**config.mk**
```make
export PLATFORM = sky130hd
export DESIGN_NAME = serial_adder_ctrl
export DESIGN_NICKNAME = d
export VERILOG_FILES = /design/src/rtl/serial_adder_ctrl.sv
export SDC_FILE = /design/constraint.sdc
export NUM_CORES = 1
export LEC_CHECK = 0
export BUFFER_PORTS_ARGS = -buffer_cell sky130_fd_sc_hd__buf_2
export CORE_ASPECT_RATIO = 1.4
export CORE_MARGIN = 10
export CORE_UTILIZATION = 45
export CTS_BUF_LIST = sky130_fd_sc_hd__clkbuf_16
export DETAILED_ROUTE_END_ITERATION = 10
export GPL_ROUTABILITY_DRIVEN = 0
export GPL_TIMING_DRIVEN = 1
export PLACE_DENSITY = 0.72
export SLEW_MARGIN = 20
export SYNTH_ARGS = -nofsm -noshare
export SYNTH_HDL_FRONTEND = slang
export SYNTH_SLANG_ARGS = --single-unit
```
**constraint.sdc**
```tcl
create_clock -name clk -period 2.8 [get_ports clk]
set_clock_uncertainty 0.2 [all_clocks]
set_input_delay 0.28 -clock clk [delete_from_list [all_inputs] [get_ports clk]]
set_output_delay 0.28 -clock clk [all_outputs]
set_load 0.01 [all_outputs]
```
**src/rtl/serial_adder_ctrl.sv**
```systemverilog
// serial_adder_ctrl: bit-serial adder reusing one full-adder cell over WIDTH cycles.
// Define SERIAL_SUB_EN to make sub=1 compute a - b; otherwise sub is ignored.
module serial_adder_ctrl #(
  parameter int WIDTH = 8
) (
  input  logic             clk,
  input  logic             rst_n,
  input  logic             start,
  input  logic [WIDTH-1:0] a,
  input  logic [WIDTH-1:0] b,
  input  logic             cin,
  input  logic             sub,
  output logic             busy,
  output logic             done,
  output logic [WIDTH-1:0] sum,
  output logic             cout,
  output logic             overflow
);
  localparam int CW = (WIDTH > 1) ? $clog2(WIDTH) : 1;
  typedef enum logic [1:0] {IDLE, RUN, DONE} state_e;
  state_e           state_q;
  logic [WIDTH-1:0] a_q, b_q, acc_q, sum_q;
  logic [CW-1:0]    cnt_q;
  logic             carry_q, busy_q, done_q, cout_q, ovf_q;
  logic             sub_en, bit_d, carry_d, last_d;
  logic [WIDTH-1:0] b_load_d, acc_d;
`ifdef SERIAL_SUB_EN
  assign sub_en = sub;
`else
  logic unused_sub;
  assign unused_sub = sub;
  assign sub_en = 1'b0;
`endif
  always_comb begin
    b_load_d = sub_en ? ~b : b;
    bit_d    = a_q[0] ^ b_q[0] ^ carry_q;
    carry_d  = (a_q[0] & b_q[0]) | (carry_q & (a_q[0] ^ b_q[0]));
    acc_d    = {bit_d, acc_q[WIDTH-1:1]};
    last_d   = cnt_q == CW'(WIDTH - 1);
  end
  // DONE also samples start, so a back-to-back request is accepted at edge WIDTH+1.
  always_ff @(posedge clk or negedge rst_n) begin
    if (!rst_n) begin
      state_q <= IDLE;
      a_q     <= '0;
      b_q     <= '0;
      acc_q   <= '0;
      sum_q   <= '0;
      cnt_q   <= '0;
      carry_q <= 1'b0;
      busy_q  <= 1'b0;
      done_q  <= 1'b0;
      cout_q  <= 1'b0;
      ovf_q   <= 1'b0;
    end else begin
      case (state_q)
        RUN: begin
          acc_q   <= acc_d;
          a_q     <= a_q >> 1;
          b_q     <= b_q >> 1;
          carry_q <= carry_d;
          cnt_q   <= cnt_q + CW'(1);
          if (last_d) begin
            state_q <= DONE;
            busy_q  <= 1'b0;
            done_q  <= 1'b1;
            sum_q   <= acc_d;
            cout_q  <= carry_d;
            ovf_q   <= carry_q ^ carry_d;
          end
        end
        default: begin
          done_q  <= 1'b0;
          busy_q  <= start;
          state_q <= start ? RUN : IDLE;
          if (start) begin
            a_q     <= a;
            b_q     <= b_load_d;
            carry_q <= sub_en | cin;
            cnt_q   <= '0;
            acc_q   <= '0;
          end
        end
      endcase
    end
  end
  assign busy     = busy_q;
  assign done     = done_q;
  assign sum      = sum_q;
  assign cout     = cout_q;
  assign overflow = ovf_q;
endmodule
```
# == Word level (Yosys, flattened, before mapping) ==
# Index checks and enable logic that the tools add are counted.
# totals
ff_bits,42
in_bits,21
out_inout_bits,12
elab_cells,40
# classes
n_addsub,1
n_eq_ne,3
n_mux,17
n_bitwise,6
reduce_logical,2
# ops
op,count
$mux W8,6
$mux W1,7
$mux W3,2
$mux W2,2
$add A3 B1 Y3 const B,1
$eq A3 B3 Y1 const B,1
$xor A1 B1 Y1,3
$and A1 B1 Y1,2
$eq A2 B1 Y1 const B,1
$ne A2 B2 Y1 const B,1
$reduce_and A2 Y1,1
$reduce_bool A2 Y1,1
$or A1 B1 Y1,1

# == Depth between registers and ports, before layout ==
# logic_depth
word_depth,4
mapped_depth,5
ltp_nobuf,4

# == Worst setup path after synthesis ==
# No wires, ideal clock.
# synth_timing
path_kind,register to register
from,register cnt_q[0]
to,register cout_q (netlist: cout)
setup_time_ns,0.125
arrival_time_ns,1.398
required_time_ns,2.475
slack_ns,1.077
stages_incl_launch_ff,6
path_buffers,1
period_less_slack_ns,1.723
path_cell_list,dfrtp_1 -> ha_1 -> ha_1 -> nand3b_1 -> buf_2 -> mux2_2
# synth_between
elab_chain_len,2
# synth_lines
element,line,rtl
start: declaration,23,logic [CW-1:0] cnt_q;
start signal: assignment,62,cnt_q <= cnt_q + CW'(1);
$eq A3 B3 Y1,39,last_d = cnt_q == CW'(WIDTH - 1);
$reduce_and A2 Y1 (no line),-,
end signal: assignment,68,cout_q <= carry_d;
end: declaration,24,"logic carry_q, busy_q, done_q, cout_q, ovf_q;"
# No other way between the ends.
# A chain may end at the register's enable or synchronous reset.

# == Final worst setup path ==
# layout_timing
from,register cnt_q[0]
to,register sum_q[0] (netlist: sum[0])
# layout_between
elab_chain_len,2
# layout_lines
element,line,rtl
$eq A3 B3 Y1,39,
$reduce_and A2 Y1 (no line),-,
end signal: assignment,48,sum_q <= '0;
end signal: assignment,67,sum_q <= acc_d;
end: declaration,22,"logic [WIDTH-1:0] a_q, b_q, acc_q, sum_q;"
# No other way between the ends.

==> impl_results.md <==
* Status: finished clean
* Post-Syn Instances at 119
* Met2 WL post-DR at 1675 um
* DRC at 0
* Worst R2R Setup Slack at 0.84 ns
* Type of origin of the critical path: register
* Synth area leaders: dfrtp_1, mux2_2, mux2_4
* IO buf count at 31
* Worst hold start: a[7]
* Syn Area/Cell at 15.41 um2
* DR WL met3 at 183 um
* # setup viols final at 0
* Fin. max-slew vios at 0
* Final WL at 3231 um
* Reg clk slew, reported paths at 0.06 ns
* VDD IR max at 0.0006220 V
* All-Layer GR Usage at 9.871%
* Post-synth top area cell: dfrtp_1
* Die area at 0.007066 mm2
* CTS tree: done
* CP Data Arrival Time at 1.92 ns
* Nets@finish at 176
* Post-cts hold buffer count at 1
* Fin cells at 196
* Switching Fraction at 28.60%
* RSZ-0062 raised after global routing: no
* Flip-flop and latch area at 975.9 um2
* Max_cap viols at 0
* Grt total ovfl at 0
* Commonest cells after routing, fill and taps aside: dfrtp_1, mux2_2, buf_2
* Net Switching at 0.0006381 W
* First-pass GRT wire length at 5485 um
* Die W at 73.96 um
* Root Driver: clkbuf_16
* Crit. End Element: register
* Core box area at 0.003953 mm2
* Rows at 27
* Register bit count reported by yosys at 39
* Tmin final at 1.965 ns
* Yosys cell types at 16
* Power Internal at 0.001593 W
* Inst Count DP at 187
* Area Growth Syn to Fin at 16.10%
* Reg2reg start: cnt_q[0]
* Metal-1 WL at 1315 um
* Cell area after synthesis at 0.001834 mm2
* Routed Antenna Nets at 0
* Antenna Cells at 0
* Initial Utilization at 46.41%
* Height of the die at 95.54 um
* Synth top area share at 53.21%
* Yosys warnings at 0
* Leakage power total at 1.076 nW
* Vias/cell at 5.240
* Slew headroom at 42.58%
* Clock network power share at 23.6%
* FMAX at 508.9 MHz
* Worst-path fanout max at 12
* Hold Path Class: input pin to register
* Post-CTS setup repair buffer count at 0
* CTS Buffer Depth at 2
* TritonRoute pass-1 iters at 2
* H-tree Lvls at 2
* Num CTS Buffers at 5
* Final Cycle Share at 70.18%
* Final HPWL DP at 2253 um
* Via count at 1027
* Number of global-route vias before repair at 1200
* Cell Area, Placed at 0.001982 mm2
* Final hold violation count at 0
* WL/cell at 16.48 um
* IO Pins at 33
* Commonest non-fill, non-tap cell in the layout: dfrtp_1
* Worst-Skew Late Latency at 0.28 ns
* Mapped Nets at 143
* 1st-iter DRT viols at 19
* Initial antenna violation count at 0
* Register area share after synthesis at 53.21%
* Largest net degree at the start of global routing at 40
* Highest Signal Layer: met4
* Pwr Density at 1048 mW/mm2
* Share of layout cells above drive strength 1 at 56.86%
* Layout filler cell count at 334
* Clock sink count at 39
* Final instance area at 0.002130 mm2
* Share of total power in combinational logic at 34.9%
* Slew @ Worst Pin at 0.8612 ns
* Sequential power share at 41.5%
* Multi-input logic area at 785.8 um2
* Post-CTS sizing at 0
* Setup CP Type: register to register
* Setup crit start: cnt_q[0]
* Setup TNS Final at 0 ns
* Crit path required time at 2.76 ns
[through the flow]
stage	total power [W]	utilization [%]	worst slack, ns	hold WS (ns)
after CTS	0.002272	53.88	0.8109	0.05119
after detailed placement	0.001729	50.14	0.8137	0.2411
after floorplan	0.001542	-	1.077	-0.2156
final	0.002231	53.88	0.8350	0.04733
after global routing	0.002372	53.88	0.7465	0.07344
after global placement	0.001682	50.14	0.8919	0.2164
[critical path: stages (launching register included)]
cell	delay, ns
dfrtp_1	0.39
ha_1	0.20
ha_1	0.17
nand3b_1	0.47
mux2_2	0.41
[final cells by class]
cell class	count	share of cell area, %
multi-input cells	72	36.90
clock inverters	3	0.5875
well taps	43	2.526
inverters	1	0.1763
clock buffers	5	5.875
flip-flops and latches	39	45.83
repair buffers	33	8.108
[registers in the layout, indices dropped and copies added, names as in the netlist]
name      count
acc_q         7
carry_q       1
sum           8
b_q           8
state_q       1
overflow      1
cnt_q         3
done          1
a_q           8
cout          1
[kinds of logic after synthesis]
kind of cell / Yosys count / share of synthesized area, %
AO/OA/AOI/OAI: 1 / 0.4094
flip-flops: 39 / 53.21
adder cells (fa/ha/maj): 3 / 2.455
multiplexers: 52 / 34.58
XOR/XNOR: 1 / 0.4776
AND/OR/NAND/NOR: 15 / 4.912
buffers and inverters: 8 / 3.956
[power groups by stage]
stage	Clock, W	Combinational, W	Sequential, W
CTS	0.000543	0.000798	0.000930
global placement	0	0.000764	0.000918
finish	0.000527	0.000779	0.000926
floorplan	0	0.000611	0.000931
detailed placement	0	0.000794	0.000935
global route	0.000561	0.000854	0.000957
[final timing paths]
check / end / cells after the start
setup / recovery: sum[0] / 4
hold / removal: a_q[7] / 3
min in group asynchronous: a_q[1] / 2
hold reg to reg: cnt_q[0] / 1
max in group asynchronous: sum[1] / 2
setup reg to reg: sum[0] / 4
[routing by layer]
metal | up-vias | GRT usage, %
li1 | 475 | -
met1 | 526 | 10.76
met2 | 20 | 16.17
met3 | 6 | 4.366
met4 | 0 | 4.206
met5 | - | 0
[cell usage after synthesis]
master / n
buf_12: 1
buf_2: 3
buf_6: 3
dfrtp_1: 39
fa_1: 1
ha_1: 2
inv_1: 1
mux2_2: 35
mux2_4: 14
mux2i_1: 3
nand2b_1: 2
nand3b_1: 1
nor2_1: 2
nor2b_1: 10
o21a_1: 1
xor2_1: 1
Note: power is estimated with default switching activity, not from simulation.
